## src/rtl/ps2_host_tx.sv

```systemverilog
// rtl/ps2_host_tx.sv - PS/2 host-to-device command transmitter
module ps2_host_tx #(
   parameter int INHIBIT_CYCLES = 5000,
   parameter int REQ_CYCLES     = 100,
   parameter int START_TIMEOUT  = 750000,
   parameter int PACKET_TIMEOUT = 100000
) (
   input  logic       CLOCK_50,
   input  logic       RESET,
   input  logic       ps2_clk_in,
   input  logic       ps2_dat_in,
   input  logic [7:0] command,
   input  logic       send_command,
   output logic       ps2_clk_oe,
   output logic       ps2_dat_oe,
   output logic       busy,
   output logic       command_sent,
   output logic       ack_error,
   output logic       timeout_error
);

   localparam int MAX_AB  = (INHIBIT_CYCLES > REQ_CYCLES) ? INHIBIT_CYCLES : REQ_CYCLES;
   localparam int MAX_CD  = (START_TIMEOUT > PACKET_TIMEOUT) ? START_TIMEOUT : PACKET_TIMEOUT;
   localparam int CNT_MAX = (MAX_AB > MAX_CD) ? MAX_AB : MAX_CD;
   localparam int CNT_W   = $clog2(CNT_MAX + 1);

   localparam logic [CNT_W-1:0] INHIBIT_LAST = CNT_W'(INHIBIT_CYCLES - 1);
   localparam logic [CNT_W-1:0] REQ_LAST     = CNT_W'(REQ_CYCLES - 1);
   localparam logic [CNT_W-1:0] START_LAST   = CNT_W'(START_TIMEOUT - 1);
   localparam logic [CNT_W-1:0] PACKET_LAST  = CNT_W'(PACKET_TIMEOUT - 1);

   typedef enum logic [2:0] {
      S_IDLE, S_INHIBIT, S_REQ, S_WAIT_CLK, S_DATA, S_ACK, S_WAIT_IDLE, S_ABORT
   } state_t;

   state_t           state, state_next;
   logic [CNT_W-1:0] cnt;
   logic [9:0]       frame;
   logic [3:0]       bit_idx;
   logic             tx_low;
   logic             clk_s1, clk_s2, clk_prev, dat_s1, dat_s2;
   logic             fall, pkt_phase, pkt_next, pkt_expire;

   always_ff @(posedge CLOCK_50) begin
      if (RESET) begin
         clk_s1   <= 1'b1;
         clk_s2   <= 1'b1;
         clk_prev <= 1'b1;
         dat_s1   <= 1'b1;
         dat_s2   <= 1'b1;
      end else begin
         clk_s1   <= ps2_clk_in;
         clk_s2   <= clk_s1;
         clk_prev <= clk_s2;
         dat_s1   <= ps2_dat_in;
         dat_s2   <= dat_s1;
      end
   end

   assign fall       = clk_prev & ~clk_s2;
   assign pkt_phase  = (state == S_DATA) || (state == S_ACK) || (state == S_WAIT_IDLE);
   assign pkt_next   = (state_next == S_DATA) || (state_next == S_ACK) || (state_next == S_WAIT_IDLE);
   assign pkt_expire = pkt_phase && (cnt == PACKET_LAST);

   always_ff @(posedge CLOCK_50) begin
      if (RESET) state <= S_IDLE;
      else       state <= state_next;
   end

   // Timeouts are tested before edges so a coincident fall loses.
   always_comb begin
      state_next = state;
      case (state)
         S_IDLE:      if (send_command) state_next = S_INHIBIT;
         S_INHIBIT:   if (cnt == INHIBIT_LAST) state_next = S_REQ;
         S_REQ:       if (cnt == REQ_LAST) state_next = S_WAIT_CLK;
         S_WAIT_CLK:  if (cnt == START_LAST) state_next = S_ABORT;
                      else if (fall) state_next = S_DATA;
         S_DATA:      if (pkt_expire) state_next = S_ABORT;
                      else if (fall && bit_idx == 4'd9) state_next = S_ACK;
         S_ACK:       if (pkt_expire) state_next = S_ABORT;
                      else if (fall) state_next = S_WAIT_IDLE;
         S_WAIT_IDLE: if (pkt_expire) state_next = S_ABORT;
                      else if (clk_s2 && dat_s2) state_next = S_IDLE;
         S_ABORT:     state_next = S_IDLE;
         default:     state_next = S_IDLE;
      endcase
   end

   // The packet phases share one running count from the first device edge.
   always_ff @(posedge CLOCK_50) begin
      if (RESET || state == S_IDLE)
         cnt <= '0;
      else if (state_next != state && !(pkt_phase && pkt_next))
         cnt <= '0;
      else
         cnt <= cnt + 1'b1;
   end

   always_ff @(posedge CLOCK_50) begin
      if (RESET) begin
         frame         <= '0;
         bit_idx       <= '0;
         tx_low        <= 1'b0;
         ack_error     <= 1'b0;
         timeout_error <= 1'b0;
      end else begin
         if (state == S_IDLE && send_command) begin
            frame         <= {1'b1, ~^command, command};
            ack_error     <= 1'b0;
            timeout_error <= 1'b0;
         end
         if (state == S_WAIT_CLK && state_next == S_DATA) begin
            tx_low  <= ~frame[0];
            bit_idx <= 4'd1;
         end
         if (state == S_DATA && fall && state_next != S_ABORT) begin
            tx_low  <= ~frame[bit_idx];
            bit_idx <= bit_idx + 4'd1;
         end
         if (state == S_ACK && state_next == S_WAIT_IDLE)
            ack_error <= dat_s2;
         if (state_next == S_ABORT)
            timeout_error <= 1'b1;
      end
   end

   always_comb begin
      ps2_clk_oe   = (state == S_INHIBIT) || (state == S_REQ);
      ps2_dat_oe   = (state == S_REQ) || (state == S_WAIT_CLK) ||
                     (((state == S_DATA) || (state == S_ACK)) && tx_low);
      busy         = (state != S_IDLE);
      command_sent = (state == S_ABORT) || (state == S_WAIT_IDLE && state_next == S_IDLE);
   end

endmodule

```

## config.mk

```make
export PLATFORM = sky130hd
export DESIGN_NAME = ps2_host_tx
export DESIGN_NICKNAME = d
export VERILOG_FILES = /design/src/rtl/ps2_host_tx.sv
export SDC_FILE = /design/constraint.sdc
export NUM_CORES = 1
export LEC_CHECK = 0
export BUFFER_PORTS_ARGS = -buffer_cell sky130_fd_sc_hd__buf_2
export CORE_MARGIN = 2
export CORE_UTILIZATION = 55
export CTS_CLUSTER_SIZE = 20
export DETAILED_ROUTE_END_ITERATION = 8
export PLACE_DENSITY = 0.79
export SLEW_MARGIN = 20
export SYNTH_ARGS = -nofsm -noshare
export SYNTH_HDL_FRONTEND = slang
export SYNTH_SLANG_ARGS = --single-unit
```

## constraint.sdc

```tcl
create_clock -name CLOCK_50 -period 3.4 [get_ports CLOCK_50]
set_input_delay 0 -clock CLOCK_50 [delete_from_list [all_inputs] [get_ports CLOCK_50]]
set_output_delay 0 -clock CLOCK_50 [all_outputs]
set_load 0.1 [all_outputs]
```

==> impl_metrics.tcl, run 1 <==
set metrics [dict create \
    syn-num-nets 346 \
    slew_headroom 0.509 \
    dpl-instance-area_sq_mm 0.00272 \
    synth_seq_cells 45 \
    diodes 0 \
    ys_types 50 \
    worstPathMaxFanout 14 \
    die_y_um 73.0 \
    synth_ff_type "dfxtp_1" \
    io-pin-count 19 \
    cts-root-buf "clkbuf_8" \
    switching_share 0.273 \
    portBuffers 18 \
    synth_xor_area_frac 0.0936 \
    status "complete, no violations" \
    arrival_ns 2.98 \
    place_congestion 0.814 \
    fin_crit_sh 0.826 \
    pre_cts_slack_ns 0.619 \
    setup_violations 0 \
    drtIter0Drc 303 \
    ys_warn_count 0 \
    async_flop_share 0 \
    synthSimpleGateAreaFrac 0.293 \
    antenna_found_initial 0 \
    initial_core_util 0.562 \
    layout_min_cycle_time_ns 2.81 \
    tns_ns 0 \
    critPathRequiredTime_ns 3.57 \
    power_frac_comb 0.113 \
    pwr-share-seq 0.546 \
    grt_usage 0.251 \
    grt_max_degree 29 \
    vias_per_cell 6.20 \
    rows 25 \
    die_w_um 73.0 \
    mappedNetlistArea_sq_mm 0.00262 \
    dpl.hpwl_um 4200 \
    fill_cells 410 \
    cts_buffers 5 \
    r2r_slack_ns 0.59 \
    coreArea_sq_mm 0.00466 \
    clk_latency_ns 0.30 \
    drtPass1Iterations 4 \
    power.leakage_uw 0.00108 \
    clk_path_buf_depth 2 \
    synth_edf_count 0 \
    post_cts_buffers 0 \
    grt_pass1_vias 2230 \
    die_area_sq_mm 0.00533 \
    final_cell_area_sq_mm 0.00291 \
    wirelength_um 6300 \
    drc_errors 0 \
    tightest_slew_ns 0.732 \
    p_int_uw 734 \
    num_vias 2486 \
    synth_top_family_by_area "simple AND/OR/NAND/NOR gates" \
    power.switching_uw 276 \
    ant_nets 0 \
    pwr-share-clk 0.340 \
    hold_path.class "primary input to flip-flop" \
    synthMuxAreaShare 0.0325 \
    fin_util 0.624 \
    grt_pass1_wl_um 10600 \
    synth-compound-area-share 0.180 \
    drv_cap 0 \
    powerDensity_mw_per_mm2 347 \
    clkTransAtPathRegs_ns 0.10 \
    tritoncts "built" \
    synthesis.instances 330 \
    worst_slack_ns 0.590 \
    slew_viol_final 0 \
    syn_avg_cell_area_sq_um 7.94 \
    final_common_cell "dfxtp_1" \
    cts_sinks 45 \
    seq_area_frac_synth 0.344 \
    max_freq_mhz 356 \
    cp-start-kind "flip-flop" \
    critical_path.endpoint_type "flip-flop" \
    avgRoutedWirePerCell_um 15.7 \
    syn_to_final_growth_pct 11.0 \
    gr-total-overflow 0 \
    critical_path_class "flip-flop to flip-flop" \
    fin_skew_ns 0.00894 \
    hold_viol_final 0 \
    drive_above_1_share 0.121 \
    htreeDepth 2 \
    yosys.area_share.adder 0.0143 \
    peakVddDrop_mv 0.370 \
    finalNetCount 362 \
    layout_common_cells "45 x dfxtp_1, 35 x nand2_1, 32 x o21ai_0" \
    rsz0062_at_grt "no" \
]
==> cell type report <==
class | instances | area (sq um) | share of cell area
clock inverters | 3 | 21.3 | 0.00731
well taps | 54 | 67.6 | 0.0232
multi-input cells | 256 | 1610 | 0.553
clock buffers | 5 | 68.8 | 0.0236
repair buffers | 32 | 220 | 0.0757
inverters | 6 | 22.5 | 0.00774
flip-flops and latches | 45 | 901 | 0.310
==> worst max-delay path: stages (launching register included) <==
cell and delay (ns):
dfxtp_1 0.59, nor2b_1 0.27, nand2_1 0.07, or4_1 0.51, o211a_1 0.14, and2_0 0.38
nor2_1 0.54, o22ai_1 0.17
==> metal layers <==
| metal | up-vias | share of wire | GRT usage | wire length, um |
|---|---|---|---|---|
| met3 | 8 | 0.065 | 0.0483 | 407 |
| li1 | 1216 | - | - | - |
| met4 | 0 | 0.013 | 0.0905 | 83 |
| met5 | - | 0 | 0 | 0 |
| met2 | 86 | 0.47 | 0.384 | 2940 |
| met1 | 1176 | 0.46 | 0.350 | 2870 |
==> final timing paths <==
kind | endpoint | startpoint | depth (start not counted)
min reg2reg | clk_s2$_SDFF_PP1_ | clk_s1$_SDFF_PP1_ | 1
max reg2reg | cnt[5]$_SDFF_PP0_ | state[0]$_SDFF_PP0_ | 7
max | cnt[5]$_SDFF_PP0_ | state[0]$_SDFF_PP0_ | 7
min | state[0]$_SDFF_PP0_ | RESET | 2
==> kinds of logic after synthesis <==
family | Yosys count
buffers and inverters | 29
adders and majority gates | 3
and+or+nand+nor | 142
muxes | 6
xor gates and xnor gates | 28
DFF | 45
AOI/OAI and AO/OA | 77
==> power groups by stage <==
stage / combinational, uW / sequential, uW / clock [uW]
after floorplan: 84.7 / 558 / 0
final: 115 / 552 / 344
after global placement: 102 / 563 / 0
after global routing: 125 / 553 / 372
after detailed placement: 104 / 564 / 0
after CTS: 113 / 551 / 348
==> flip-flops by register name, indices dropped and copies added (netlist names) <==
signal	cells
cnt	20
frame	10
bit_idx	4
state	3
ack_error	1
clk_prev	1
clk_s1	1
clk_s2	1
dat_s1	1
dat_s2	1
timeout_error	1
tx_low	1
==> repair_timing <==
| action | CTS | global route |
|---|---|---|
| hold endpoints to repair | 10 | 0 |
| hold buffers | 10 | 0 |
| gates resized for setup | 0 | 0 |
==> through the flow <==
| step | hold slack [ns] | power [uW] | std cells |
|---|---|---|---|
| after global placement | 0.181 | 665 | 383 |
| final | 0.136 | 1010 | 401 |
| after floorplan | 0.104 | 643 | 330 |
| after CTS | 0.127 | 1010 | 401 |
| after global routing | 0.147 | 1050 | 401 |
| after detailed placement | 0.185 | 668 | 383 |
==> synth_stat cells, types with 4 or more instances <==
library cell,n,area (sq um)
a21oi_1,16,80.1
and2_1,4,25.0
and3_1,6,37.5
and4_1,6,52.6
clkbuf_1,19,71.3
dfxtp_1,45,901
inv_1,6,22.5
mux2i_1,4,40.0
nand2_1,35,131
nand3_1,29,145
nand4_1,7,43.8
nor2_1,21,78.8
nor2b_1,6,37.5
nor3_1,4,20.0
o2111ai_1,4,35.0
o21ai_0,33,165
o22ai_1,6,37.5
or2_2,5,31.3
xnor2_1,20,175
xor2_1,8,70.1
Note: power is estimated with default switching activity, not from simulation.
==> run 2: changes to the inputs <==
==> constraint.sdc (replaced) <==
create_clock -name CLOCK_50 -period 2.7 [get_ports CLOCK_50]
set_input_delay 0 -clock CLOCK_50 [delete_from_list [all_inputs] [get_ports CLOCK_50]]
set_output_delay 0 -clock CLOCK_50 [all_outputs]
set_load 0.1 [all_outputs]
==> run 2 against run 1 <==
Routed wire length is 8.1% higher. Global-route usage hardly changed. Non-clock buffer count is 23 higher. Cell count is 5.7% higher. Worst hold slack worse by 0.0038 ns. Power is 33% higher. Clock power is 37% higher. First-iteration DRC count is 14% higher. Sequential power is 25% higher. Combinational power is 57% higher. Count of clock-buffer cells in the layout stayed put. Clock skew is 0.0037 ns lower. Critical endpoint is now cnt[17]$_SDFF_PP0_.
==> impl_metrics.tcl, run 2 (synthesis gave the netlist of run 1 again) <==
set metrics [dict create \
    setup_violations 0 \
    pre_cts_slack_ns 0.0697 \
    powerDensity_mw_per_mm2 426 \
    syn_to_final_growth_pct 20.2 \
    drtIter0Drc 346 \
    drv_cap 0 \
    seqCellArea_sq_um 903 \
    cts_sinks 45 \
    min_to "state[1]$_SDFF_PP0_" \
    power.leakage_uw 0.00121 \
    wirelength_um 6810 \
    drtPass1Iterations 5 \
    tns_ns 0 \
    die_y_um 73.0 \
    highest_layer "met4" \
    initial_core_util 0.562 \
    clk_path_buf_depth 2 \
    max_freq_mhz 383 \
    switching_share 0.289 \
    rr_worst_depth 8 \
    htreeDepth 2 \
    p_int_uw 953 \
    min_path_cells 2 \
    multiInputGateArea_sq_mm 0.00165 \
    r2r_slack_ns 0.09 \
    largest_register "cnt" \
    io-pin-count 19 \
    grt_pass1_wl_um 10600 \
    gr-total-overflow 0 \
    ant_nets 0 \
    worst_slack_ns 0.0878 \
    rows 25 \
    layout_min_cycle_time_ns 2.61 \
    drc_errors 0 \
    final_common_cell "dfxtp_1" \
    worstPathMaxFanout 5 \
    fin_crit_sh 0.967 \
    hold_viol_final 0 \
    dpl.hpwl_um 4250 \
    r2r-end "cnt[17]$_SDFF_PP0_" \
    wl_met2_um 3250 \
    status "complete, no violations" \
    grt_max_degree 29 \
    finalNetCount 385 \
    fin_util 0.676 \
    avgRoutedWirePerCell_um 16.1 \
    clkTransAtPathRegs_ns 0.10 \
    slew_headroom 0.477 \
    clk_latency_ns 0.31 \
    die_area_sq_mm 0.00533 \
    grt_pass1_vias 2303 \
    reg_top3 "cnt x20, frame x10, bit_idx x4" \
    fill_cells 340 \
    diodes 0 \
    hp-start "RESET" \
    power.switching_uw 388 \
    cp-start-kind "flip-flop" \
    tightest_slew_ns 0.779 \
    hold_path.class "primary input to flip-flop" \
    drive_above_1_share 0.200 \
    r2r-start "cnt[4]$_SDFF_PP0_" \
    largest_register_ff_count 20 \
    peakVddDrop_mv 0.342 \
    portBuffers 18 \
    layout_common_cells "43 x dfxtp_1, 35 x nand2_1, 32 x o21ai_0" \
    fin_skew_ns 0.00523 \
    antenna_found_initial 0 \
    vias_per_cell 6.17 \
    critical_path_class "flip-flop to flip-flop" \
    cts_buffers 5 \
    arrival_ns 2.81 \
    tritoncts "built" \
    die_w_um 73.0 \
    pwr-share-seq 0.515 \
    place_congestion 0.959 \
    coreArea_sq_mm 0.00466 \
    power_frac_comb 0.134 \
    critPathRequiredTime_ns 2.90 \
    grt_usage 0.250 \
    pwr-share-clk 0.351 \
    num_vias 2614 \
    wl_met3_um 387 \
    wl_met1_um 3070 \
    slew_viol_final 0 \
    cts-root-buf "clkbuf_8" \
    critical_path.endpoint_type "flip-flop" \
]
-- run 2: final cells by class --
| class | instances | share of cell area |
|---|---|---|
| clock buffer | 5 | 0.0218 |
| clock inverter | 3 | 0.00913 |
| inverter | 6 | 0.00715 |
| multi-input combinational | 256 | 0.524 |
| sequential | 45 | 0.287 |
| tap | 54 | 0.0214 |
| timing repair buffer | 55 | 0.129 |
-- run 2: critical path: stages, from the launching register on --
cell	delay, ns
dfxtp_1	0.35
nor3_1	0.24
nand3_1	0.19
o311a_1	0.38
or4b_4	0.54
nor2_4	0.18
mux2i_4	0.38
buf_6	0.18
o21ai_0	0.08
-- run 2: power by group through the flow --
stage          combinational (uW)  sequential (uW)  clock [uW]
2_1_floorplan                 107              703           0
3_3_place_gp                  143              704           0
3_5_place_dp                  147              705           0
4_1_cts                       159              690         471
5_1_grt                       193              692         505
6_report                      180              690         471
-- run 2: timing repair --
action | 4_1_cts | 5_1_grt
setup buffers | 0 | 2
endpoints found under the hold margin | 10 | 0
gates resized for setup | 0 | 19
hold buffers | 10 | 0
endpoints found under the setup margin | 0 | 23
-- run 2: routing by layer --
layer | vias up | track usage
met2 | 109 | 0.395
met5 | - | 0
li1 | 1270 | -
met3 | 10 | 0.0470
met1 | 1225 | 0.345
met4 | 0 | 0.0782
-- run 2: worst max path at each step --
stage                       start                      to  slack (ns)  cells past startpoint
6_report        cnt[4]$_SDFF_PP0_      cnt[17]$_SDFF_PP0_        0.09                      8
5_1_grt        cnt[19]$_SDFF_PP0_      cnt[16]$_SDFF_PP0_       -0.02                      8
4_1_cts        cnt[13]$_SDFF_PP0_  ack_error$_SDFFE_PP0P_        0.05                      7
3_5_place_dp   cnt[13]$_SDFF_PP0_  ack_error$_SDFFE_PP0P_        0.07                      7
3_3_place_gp   cnt[13]$_SDFF_PP0_  ack_error$_SDFFE_PP0P_        0.09                      7
2_1_floorplan  cnt[13]$_SDFF_PP0_  ack_error$_SDFFE_PP0P_        0.17                      7
-- run 2: through the flow --
stage / hold slack [ns] / cell area [sq um] / instances / total power (uW)
2_1_floorplan: 0.104 / 2620 / 330 / 810
3_3_place_gp: 0.182 / 2860 / 401 / 847
3_5_place_dp: 0.186 / 2860 / 401 / 852
4_1_cts: 0.115 / 3060 / 419 / 1320
5_1_grt: 0.146 / 3150 / 424 / 1390
6_report: 0.132 / 3150 / 424 / 1340
